===== src/rtl/uart_rx.sv =====
// UART receiver: start bit, DATA_BITS data bits MSB first, stop bit, sampled at mid-bit.
// Optional even-parity bit between data and stop is enabled with `define UART_RX_PARITY_EN.
module uart_rx #(
    parameter int CLKS_PER_BIT = 16,
    parameter int DATA_BITS    = 8
) (
    input  logic                 fpga_clk,
    input  logic                 nrst,
    input  logic                 sin,
    output logic [DATA_BITS-1:0] dout,
    output logic                 rx_valid,
    output logic                 frame_err,
    output logic                 busy
`ifdef UART_RX_PARITY_EN
    ,
    output logic                 parity_err
`endif
);

    localparam int TICK_W = $clog2(CLKS_PER_BIT);
    localparam int BIT_W  = (DATA_BITS > 1) ? $clog2(DATA_BITS) : 1;
    localparam logic [TICK_W-1:0] TICK_LAST = TICK_W'(CLKS_PER_BIT - 1);
    localparam logic [TICK_W-1:0] TICK_MID  = TICK_W'(CLKS_PER_BIT / 2 - 1);
    localparam logic [BIT_W-1:0]  BIT_LAST  = BIT_W'(DATA_BITS - 1);

    typedef enum logic [2:0] {
        IDLE,
        START,
        DATA,
`ifdef UART_RX_PARITY_EN
        PARITY,
`endif
        STOP,
        BREAK
    } state_t;

    state_t                state_reg, state_next;
    logic [1:0]            sync_reg;
    logic                  sin_d_reg;
    logic                  sin_s;
    logic [TICK_W-1:0]     tick_cnt_reg, tick_cnt_next;
    logic [BIT_W-1:0]      bit_cnt_reg, bit_cnt_next;
    logic [DATA_BITS-1:0]  shreg_reg, shreg_next;
    logic [DATA_BITS-1:0]  dout_reg, dout_next;
    logic                  rx_valid_reg, rx_valid_next;
    logic                  frame_err_reg, frame_err_next;
`ifdef UART_RX_PARITY_EN
    logic                  par_bad_reg, par_bad_next;
    logic                  parity_err_reg, parity_err_next;
`endif

    assign sin_s = sync_reg[1];

    // Synchroniser and edge-detect history reset high so a reset never fakes a start edge.
    always_ff @(posedge fpga_clk) begin
        if (!nrst) begin
            sync_reg  <= 2'b11;
            sin_d_reg <= 1'b1;
        end else begin
            sync_reg  <= {sync_reg[0], sin};
            sin_d_reg <= sin_s;
        end
    end

    always_ff @(posedge fpga_clk) begin
        if (!nrst) begin
            state_reg      <= IDLE;
            tick_cnt_reg   <= '0;
            bit_cnt_reg    <= '0;
            shreg_reg      <= '0;
            dout_reg       <= '0;
            rx_valid_reg   <= 1'b0;
            frame_err_reg  <= 1'b0;
`ifdef UART_RX_PARITY_EN
            par_bad_reg    <= 1'b0;
            parity_err_reg <= 1'b0;
`endif
        end else begin
            state_reg      <= state_next;
            tick_cnt_reg   <= tick_cnt_next;
            bit_cnt_reg    <= bit_cnt_next;
            shreg_reg      <= shreg_next;
            dout_reg       <= dout_next;
            rx_valid_reg   <= rx_valid_next;
            frame_err_reg  <= frame_err_next;
`ifdef UART_RX_PARITY_EN
            par_bad_reg    <= par_bad_next;
            parity_err_reg <= parity_err_next;
`endif
        end
    end

    always_comb begin
        state_next      = state_reg;
        tick_cnt_next   = tick_cnt_reg;
        bit_cnt_next    = bit_cnt_reg;
        shreg_next      = shreg_reg;
        dout_next       = dout_reg;
        rx_valid_next   = 1'b0;
        frame_err_next  = 1'b0;
`ifdef UART_RX_PARITY_EN
        par_bad_next    = par_bad_reg;
        parity_err_next = 1'b0;
`endif
        case (state_reg)
            IDLE: begin
                if (sin_d_reg && !sin_s) begin
                    state_next    = START;
                    tick_cnt_next = '0;
                end
            end
            START: begin
                if (tick_cnt_reg == TICK_MID) begin
                    tick_cnt_next = '0;
                    bit_cnt_next  = '0;
                    state_next    = sin_s ? IDLE : DATA;
                end else begin
                    tick_cnt_next = tick_cnt_reg + TICK_W'(1);
                end
            end
            DATA: begin
                if (tick_cnt_reg == TICK_LAST) begin
                    shreg_next    = {shreg_reg[DATA_BITS-2:0], sin_s};
                    tick_cnt_next = '0;
                    bit_cnt_next  = bit_cnt_reg + BIT_W'(1);
                    if (bit_cnt_reg == BIT_LAST) begin
`ifdef UART_RX_PARITY_EN
                        state_next = PARITY;
`else
                        state_next = STOP;
`endif
                    end
                end else begin
                    tick_cnt_next = tick_cnt_reg + TICK_W'(1);
                end
            end
`ifdef UART_RX_PARITY_EN
            PARITY: begin
                // Even parity: data plus parity bit must hold an even number of ones.
                if (tick_cnt_reg == TICK_LAST) begin
                    par_bad_next  = ^{shreg_reg, sin_s};
                    tick_cnt_next = '0;
                    state_next    = STOP;
                end else begin
                    tick_cnt_next = tick_cnt_reg + TICK_W'(1);
                end
            end
`endif
            STOP: begin
                if (tick_cnt_reg == TICK_LAST) begin
                    tick_cnt_next = '0;
`ifdef UART_RX_PARITY_EN
                    parity_err_next = par_bad_reg;
`endif
                    if (sin_s) begin
                        dout_next     = shreg_reg;
                        rx_valid_next = 1'b1;
                        state_next    = IDLE;
                    end else begin
                        frame_err_next = 1'b1;
                        state_next     = BREAK;
                    end
                end else begin
                    tick_cnt_next = tick_cnt_reg + TICK_W'(1);
                end
            end
            BREAK: begin
                // Held-low line: wait for it to return high so only one frame_err is raised.
                if (sin_s) begin
                    state_next = IDLE;
                end
            end
            default: state_next = IDLE;
        endcase
    end

    assign dout      = dout_reg;
    assign rx_valid  = rx_valid_reg;
    assign frame_err = frame_err_reg;
    assign busy      = (state_reg != IDLE);
`ifdef UART_RX_PARITY_EN
    assign parity_err = parity_err_reg;
`endif

endmodule


===== config.mk =====
export PLATFORM = sky130hd
export DESIGN_NAME = uart_rx
export DESIGN_NICKNAME = d
export VERILOG_FILES = /design/src/rtl/uart_rx.sv
export SDC_FILE = /design/constraint.sdc
export NUM_CORES = 1
export LEC_CHECK = 0
export CAP_MARGIN = 20
export CORE_ASPECT_RATIO = 0.5
export CORE_MARGIN = 1
export CORE_UTILIZATION = 35
export CTS_CLUSTER_SIZE = 28
export DETAILED_ROUTE_END_ITERATION = 6
export DONT_BUFFER_PORTS = 1
export SYNTH_ARGS = -nofsm -noshare
export SYNTH_HDL_FRONTEND = slang
export SYNTH_SLANG_ARGS = --single-unit

===== constraint.sdc =====
create_clock -name fpga_clk -period 2.8 [get_ports fpga_clk]
set_clock_uncertainty 0.1 [all_clocks]
set_input_delay 0 -clock fpga_clk [delete_from_list [all_inputs] [get_ports fpga_clk]]
set_output_delay 0 -clock fpga_clk [all_outputs]
set_load 0.005 [all_outputs]

==> reports/results.tsv, run 1 <==
metric	value	unit
ys.flop_type	dfxtp_1	
synth_cell_types	37	
worstSetupEndpointType	register	
start_util	38.4	%
place_congestion	0.722	
insertion_delay	280	ps
dp_hpwl	1380	µm
dieArea	0.00420	mm²
vias	887	
synth-xor-area-share	1.18	%
post_drt_wl_per_cell	11.8	µm
yosys_warnings	0	
grt_overflow	0	
placed_cells	177	
synth_area_per_cell	10.4	µm²
cts_tree	yes	
multi_input_area	721	µm²
ant_nets	0	
fin_tns_setup	0	ps
tightest_slew	922	ps
power_leakage	0.000494	µW
drive_above_1_share	11.0	%
fp.coreArea	0.00358	mm²
drtIter0Drc	30	
viasPerCell	4.74	
synthTopCellsByCount	31 x dfxtp_1, 21 x nor2b_1, 19 x mux2i_1	
status	complete, no violations	
final_hold_viol_count	0	
num_rows	15	
hp-class	primary input to register	
grt_pass1_wl	3640	µm
drtPass1Iterations	4	
grt_pass1_vias	752	
cts_root_buffer	clkbuf_8	
cts_resized	0	
synthMuxAreaShare	13.8	%
synth_edf_count	0	
yosysSeqAreaShare	45.1	%
drcViolationCount	0	
regArea	621	µm²
cts_buffer_depth	2	
synth_simple_gate_area_share	24.1	%
synth_fa_ha_area_share	2.73	%
synth.most_common_cell	dfxtp_1	
holdWs	269	ps
syn_area	0.00138	mm²
preCtsSetupSlack	1010	ps
htreeDepth	2	
fmax	547	MHz
critPathRequiredTime	2870	ps
fin_crit_sh	65.3	%
syn_to_final_growth	10.4	%
fin_crit	1830	ps
cts_buffers	5	
crit_path_start_kind	register	
cts_setup_buffers	0	
async_flop_share	0	%
synth_compound_area_share	10.6	%
yosysTopAreaCellShare	45.1	%
drt_wl_total	2210	µm
ys_seq_elements	31	
criticalPathCategory	register to register	
antenna_found_initial	0	
netlist_instances	132	
arrival	1900	ps
layoutNonFillerInstCount	187	
yosys.area.top_type	dfxtp_1	
nets	141	
gr-usage-all-layers	12.1	%
antenna_cells	0	
setup_slack	971	ps
finalMaxSlewViolations	0	
finalSetupViolCount	0	
slew_headroom	38.3	%
power_density	540	mW/mm²
synth_top_family_by_area	simple AND/OR/NAND/NOR gates	
die_w	90.6	µm
ioPinCount	14	
holdPathStages	2	
utilization	42.3	%
clk_pin_slew	60	ps
die_h	46.3	µm
max-vdd-ir-drop	0.000154	V
rsz0062_at_grt	false	
reg2reg_depth	5	
port_buffers	0	
synthTopCellsByArea	dfxtp_1 45%, mux2i_1 14%, nor2b_1 9.6%, ha_1 2.7%, a311oi_4 1.9%	
crit_fanout	4	
synthesis.nets	138	
grt_max_degree	32	
fill_cells	343	
drv_cap	0	
clock-sinks	31	
## final timing paths
path             endpoint  slack [ps]      startpoint
max          state_reg[2]         970  bit_cnt_reg[0]
min           sync_reg[0]         270             sin
max reg2reg  state_reg[2]         970  bit_cnt_reg[0]
min reg2reg   sync_reg[1]         310     sync_reg[0]
## final cells by class
cell class,count,share of cell area (%)
clock inverters,2,0.824
flip-flops and latches,31,40.9
well taps,51,4.20
multi-input cells,94,47.5
repair buffers,3,1.81
clock buffers,6,4.78
## report_power, final
part	internal (µW)	switching (µW)	total, µW
registers	445	6.04	451
logic	16.5	16.1	32.6
clock network	173	162	335
total	635	184	819
## through the flow
step | area [µm²] | total power [µW]
after floorplan | 1380 | 486
after global placement | 1410 | 486
after detailed placement | 1410 | 486
after CTS | 1520 | 836
after global routing | 1520 | 858
final | 1520 | 819
## critical path, stage by stage, from the launching register on
cell	delay [ps]
dfxtp_1	320
ha_1	200
ha_1	190
a221oi_1	540
a211oi_2	150
a41o_1	220
## per-layer routing
layer | up-vias | track usage, % | wire [µm]
li1 | 464 | - | -
met1 | 405 | 13.6 | 1110
met2 | 13 | 18.0 | 917
met3 | 5 | 6.93 | 128
met4 | 0 | 7.74 | 49
met5 | - | 0 | 0
## cell families after synthesis
group | Yosys count
xor+xnor | 1
fa+ha+maj | 3
simple gates | 54
buf+inv | 7
mux | 19
flops | 31
compound gates | 17
## layout by cell type (no fill, tap or decap), types with 3 or more instances in the layout
master | netlist | layout
dfxtp_1 | 31 | 31
and2_1 | 3 | 3
mux2i_1 | 19 | 19
nand2_1 | 4 | 4
ha_1 | 3 | 3
clkbuf_8 | 0 | 5
nor2_1 | 7 | 7
a21boi_1 | 3 | 3
nand2b_1 | 4 | 4
nor2b_1 | 21 | 21
## timing repair
item                                    CTS  global route
hold buffers                              2             0
endpoints found under the setup margin    0             0
endpoints found under the hold margin    31             0
Power figures use the tool's default switching activity.
==> inputs of run 2 (changes only) <==
Settings changed: ABC_AREA set to 1.
Clock period 2.8 ns to 1.8 ns, I/O delays scaled along.
==> run 2 against run 1 <==
First-iteration DRC count increased by 20%. Fmax increased by 23%. Setup slack got worse by 650 ps. Combinational power rose to 18 times the previous value. Cell count up 26%. Flip-flop and latch count unchanged. Total power grew to 2.6 times the previous value. Critical endpoint is now bit_cnt_reg[1]. Largest power group unchanged.
==> reports/results.tsv, run 2 <==
metric	value	unit	change
drtPass1Iterations	4		unchanged
r2r-end	bit_cnt_reg[1]		was state_reg[2]
fin_crit_sh	82.4	%	was 65.3%
power_density	1370	mW/mm²	was 540 mW/mm²
cts_tree	yes		unchanged
yosys.area.top_type	dfxtp_1		unchanged
tightest_slew	691	ps	was 922 ps
ioPinCount	14		unchanged
yosys_warnings	0		unchanged
place_congestion	0.847		was 0.722
power	2120	µW	was 819 µW
ys_seq_elements	31		unchanged
clock-sinks	31		unchanged
async_flop_share	0	%	unchanged
post_drt_wl_per_cell	10.5	µm	was 11.8 µm
synthTopCellsByArea	dfxtp_1 46%, nor2_1 13%, nand2_1 6.1%, o21ai_0 5.9%, a21oi_1 3.7%		was dfxtp_1 45%, mux2i_1 14%, nor2b_1 9.6%, ha_1 2.7%, a311oi_4 1.9%
insertion_delay	290	ps	was 280 ps
critPathRequiredTime	1930	ps	was 2870 ps
dr_wl_met3	105	µm	was 128 µm
slew_headroom	53.9	%	was 38.3%
dp_hpwl	1760	µm	was 1380 µm
drt_wl_total	2480	µm	was 2210 µm
synthesis.nets	183		was 138
finalSetupViolCount	0		unchanged
vias	1106		was 887
grt_max_degree	23		was 32
holdPathStages	2		unchanged
ys.flop_type	dfxtp_1		unchanged
max-vdd-ir-drop	0.000484	V	was 0.000154 V
preCtsSetupSlack	315	ps	was 1010 ps
criticalPathCategory	register to register		unchanged
drive_above_1_share	16.8	%	was 11.0%
grt_pass1_vias	979		was 752
port_buffers	0		unchanged
start_util	38.0	%	was 38.4%
rsz0062_at_grt	false		unchanged
clk_pin_slew	70	ps	was 60 ps
viasPerCell	4.69		was 4.74
fmax	674	MHz	was 547 MHz
yosysTopAreaCellShare	45.8	%	was 45.1%
htreeDepth	2		unchanged
cts_root_buffer	clkbuf_8		unchanged
arrival	1610	ps	was 1900 ps
hp-class	primary input to register		unchanged
reg2reg_slack	320	ps	was 970 ps
gr-usage-all-layers	13.8	%	was 12.1%
wl_met1	1280	µm	was 1110 µm
ant_nets	0		unchanged
finalMaxSlewViolations	0		unchanged
nets	190		was 141
syn_to_final_growth	14.4	%	was 10.4%
antenna_found_initial	0		unchanged
fin_tns_setup	0	ps	unchanged
holdWs	260	ps	was 269 ps
setup_slack	316	ps	was 971 ps
reg2reg_depth	9		was 5
die_w	90.0	µm	was 90.6 µm
fp.coreArea	0.00357	mm²	was 0.00358 mm²
min_to	sync_reg[0]		unchanged
final_common_cell	nor2_1		was dfxtp_1
synth_cell_types	26		was 37
synth_area_per_cell	7.65	µm²	was 10.4 µm²
crit_fanout	8		was 4
dieArea	0.00414	mm²	was 0.00420 mm²
status	complete, no violations		unchanged
wl_met2	1040	µm	was 917 µm
drtIter0Drc	36		was 30
min_from	sin		unchanged
cts_setup_buffers	0		unchanged
synthTopCellsByCount	47 x nor2_1, 31 x dfxtp_1, 22 x nand2_1		was 31 x dfxtp_1, 21 x nor2b_1, 19 x mux2i_1
syn_area	0.00135	mm²	was 0.00138 mm²
fin_crit	1480	ps	was 1830 ps
grt_pass1_wl	4310	µm	was 3640 µm
routed.top_layer	met4		unchanged
netlist_instances	177		was 132
cts_buffer_depth	2		unchanged
power_leakage	0.000686	µW	was 0.000494 µW
cts_buffers	5		unchanged
worstSetupEndpointType	register		unchanged
synth_edf_count	0		unchanged
yosysSeqAreaShare	45.8	%	was 45.1%
die_h	46.0	µm	was 46.3 µm
drv_cap	0		unchanged
synth.most_common_cell	nor2_1		was dfxtp_1
antenna_cells	0		unchanged
num_rows	15		unchanged
grt_overflow	0		unchanged
crit_path_start_kind	register		unchanged
mostFrequentLayoutCells	47 x nor2_1, 31 x dfxtp_1, 22 x nand2_1, 16 x o21ai_0, 10 x a21oi_1		was 31 x dfxtp_1, 21 x nor2b_1, 19 x mux2i_1, 7 x nor2_1, 5 x clkbuf_8
rr_startpoint	tick_cnt_reg[0]		was bit_cnt_reg[0]
drcViolationCount	0		unchanged
final_hold_viol_count	0		unchanged
run 2: area by class of cell:
class                           count  area (µm²)
Sequential cell                    31         621
Fill cell                         372        2020
Tap cell                           51        63.8
Inverter                           15        57.6
Timing Repair Buffer                2        22.5
Clock buffer                        6        82.6
Multi-Input combinational cell    129         667
Clock inverter                      2        35.0
run 2: power breakdown:
group	switching, µW	internal, µW	total, µW
logic	397	201	598
registers	68.6	743	812
clock network	259	447	707
run 2: metal layers:
| layer | global-route usage [%] | vias to the layer above |
|---|---|---|
| met5 | 0 | - |
| met4 | 7.74 | 0 |
| met3 | 4.50 | 7 |
| met2 | 21.7 | 22 |
| met1 | 17.2 | 493 |
| li1 | - | 584 |
run 2: cell families (layout without fill, tap and decap cells):
logic type      after synthesis  after routing  share of synthesized area, %
compound gates               29             29                          10.7
flops                        31             31                          45.8
buf+inv                      17             25                          4.90
xor+xnor                      2              2                          1.29
fa+ha+maj                     3              3                          2.77
simple gates                 95             95                          34.5
run 2: critical path, cell delays in order, from the launching register on:
cell and delay (ps):
dfxtp_1 350, ha_1 250, nand3_4 130, inv_2 120, nand2_4 100, nand2_4 80
nand2_2 70, nand2_1 60, nand2_1 40, nor2_1 110
run 2: how the worst max path moves through the flow:
stage | startpoint | endpoint | slack [ps] | depth (start not counted)
2_1_floorplan | tick_cnt_reg[0] | bit_cnt_reg[1] | 440 | 8
3_3_place_gp | tick_cnt_reg[0] | bit_cnt_reg[1] | 350 | 8
3_5_place_dp | tick_cnt_reg[0] | bit_cnt_reg[1] | 310 | 8
4_1_cts | nrst | sync_reg[0] | 20 | 3
5_1_grt | tick_cnt_reg[1] | state_reg[1] | 150 | 9
6_report | tick_cnt_reg[0] | bit_cnt_reg[1] | 320 | 9
run 2: through the flow:
| stage | area, µm² | utilization (%) | cells |
|---|---|---|---|
| 2_1_floorplan | 1350 | - | 177 |
| 3_3_place_gp | 1410 | 39.5 | 226 |
| 3_5_place_dp | 1410 | 39.5 | 226 |
| 4_1_cts | 1550 | 43.4 | 236 |
| 5_1_grt | 1550 | 43.4 | 236 |
| 6_report | 1550 | 43.4 | 236 |
run 2: timing repair:
item,CTS,global route
hold endpoints to repair,31,0
endpoints found under the setup margin,0,3
resized for setup,0,1
hold buffers,2,0
==> inputs of run 3 (changes only) <==
Clock period 1.8 ns to 1.3 ns, I/O delays scaled along.
==> run 3 against run 2 <==
The flow now finishes with violations (hold timing, setup timing). Sequential power increased by 40%. Total power increased by 60%. Critical path depth decreased by 1. Flip-flop and latch count unchanged. Worst hold slack got worse by 570 ps.
==> reports/results.tsv, run 3 (same netlist as run 2, synthesis figures left out) <==
metric	value	unit	change
grt_overflow	0		unchanged
power_density	1790	mW/mm²	was 1370 mW/mm²
drtIter0Drc	43		was 36
crit_fanout	4		was 8
mostFrequentLayoutCells	31 x nor2_1, 27 x dfxtp_1, 20 x nand2_1, 17 x buf_4, 13 x nor2_4		was 47 x nor2_1, 31 x dfxtp_1, 22 x nand2_1, 16 x o21ai_0, 10 x a21oi_1
crit_path_start_kind	register		unchanged
final_common_cell	nor2_1		unchanged
cts_tree	yes		unchanged
clock-sinks	31		unchanged
port_buffers	0		unchanged
cpPeakStageDelay	360	ps	was 350 ps
status	finished, violations left		was complete, no violations
grt_max_degree	23		unchanged
start_util	38.0	%	unchanged
cts_root_buffer	clkbuf_8		unchanged
htreeDepth	2		unchanged
nets	211		was 190
cts_buffer_depth	2		unchanged
drt_wl_total	3000	µm	was 2480 µm
antenna_found_initial	0		unchanged
cts_buffers	5		unchanged
clk_pin_slew	70	ps	about the same
drtPass1Iterations	4		unchanged
slowest_stage	dfxtp_2		was dfxtp_1
criticalPathCategory	register to register		unchanged
path_cells	ha_4 -> nand3_4 -> inv_4 -> nand2_4 -> nand2_4 -> nand2_4 -> a21oi_2 -> nor2_1		was ha_1 -> nand3_4 -> inv_2 -> nand2_4 -> nand2_4 -> nand2_2 -> nand2_1 -> nand2_1 -> nor2_1
rsz0062_at_grt	true		was false
max-vdd-ir-drop	0.000689	V	was 0.000484 V
crit_buf_inv	1		unchanged
antenna_cells	0		unchanged
drive_above_1_share	39.3	%	was 16.8%
post_drt_wl_per_cell	11.7	µm	was 10.5 µm
die_w	90.0	µm	unchanged
fp.coreArea	0.00357	mm²	unchanged
finalMaxSlewViolations	0		unchanged
grt_pass1_vias	1014		was 979
multi_input_area	828	µm²	was 667 µm²
syn_to_final_growth	39.5	%	was 14.4%
ant_nets	0		unchanged
finalSetupViolCount	22		was 0
dieArea	0.00414	mm²	unchanged
fill_cells	337		was 372
insertion_delay	280	ps	was 290 ps
power_leakage	0.000811	µW	was 0.000686 µW
final_hold_viol_count	21		was 0
arrival	1440	ps	was 1610 ps
violations	hold timing, setup timing		
layoutNonFillerInstCount	257		was 236
ioPinCount	14		unchanged
hp-class	primary input to register		unchanged
dp_hpwl	1960	µm	was 1760 µm
tightest_slew	414	ps	was 691 ps
fin_crit	1370	ps	was 1480 ps
path_delay_family	simple AND/OR/NAND/NOR gates		unchanged
num_rows	15		unchanged
setup_slack	-68.1	ps	was 316 ps
grt_pass1_wl	4510	µm	was 4310 µm
drv_cap	0		unchanged
worstSetupEndpointType	register		unchanged
critPathRequiredTime	1380	ps	was 1930 ps
regArea	626	µm²	was 621 µm²
holdWs	-310	ps	was 260 ps
placed_cells	242		was 226
gr-usage-all-layers	14.5	%	was 13.8%
crit_path_frequent_cell	nand2_4		
place_congestion	0.854		was 0.847
viasPerCell	4.66		was 4.69
drcViolationCount	0		unchanged
slew_headroom	72.3	%	was 53.9%
fmax	731	MHz	was 674 MHz
fin_crit_sh	105	%	was 82.4%
die_h	46.0	µm	unchanged
vias	1197		was 1106
run 3: changes by cell type in the layout (fill, tap and decap cells not counted), sizes merged:
cell	before	now
dlymetal6s4s	1	0
dlygate4sd3	1	3
nand3	8	9
buf	0	19
run 3: per-layer routing:
layer	GRT usage (%)	part of all wire (%)
met1	18.7	50
met3	4.83	3.9
met5	0	0
met4	6.77	1.9
met2	22.5	44
run 3: layout make-up:
type / instances / area share [%]
clock buffers: 6 / 4.37
clock inverters: 2 / 1.86
inverters: 15 / 3.38
multi-input cells: 130 / 43.9
flip-flops and latches: 31 / 33.1
well taps: 51 / 3.38
repair buffers: 22 / 10.0
run 3: worst paths after layout:
check | from | end | slack, ps | cells after the start
min | nrst | sin_d_reg | -310 | 1
min reg2reg | sync_reg[0] | sync_reg[1] | 320 | 1
max reg2reg | tick_cnt_reg[0] | bit_cnt_reg[1] | -70 | 8
max | tick_cnt_reg[0] | bit_cnt_reg[1] | -70 | 8
run 3: where the power goes:
group | leakage (µW) | internal, µW | total [µW] | switching [µW]
Combinational | 0.000497 | 519 | 1260 | 738
Clock | 0.0000612 | 619 | 985 | 365
Sequential | 0.000253 | 1040 | 1140 | 95.9
Total | 0.000811 | 2180 | 3380 | 1200
run 3: through the flow:
step | worst slack [ps] | TNS [ps] | area [µm²] | util [%] | total power [µW]
after floorplan | 10.6 | 0 | 1370 | - | 1830
final | -68.1 | -566 | 1890 | 52.9 | 3380
after global placement | -73.4 | -192 | 1550 | 43.3 | 2090
after global routing | -135 | -2200 | 1890 | 52.9 | 3590
after detailed placement | -111 | -925 | 1550 | 43.3 | 2090
after CTS | -23.5 | -83.4 | 1710 | 48.0 | 3130
run 3: repair_timing:
action / CTS / global route
endpoints found under the hold margin: 31 / 22
pin swaps: 1 / 17
cloned: 0 / 1
buffers inserted: 1 / 2
resized for setup: 11 / 42
hold buffers: 3 / 1
endpoints found under the setup margin: 26 / 28
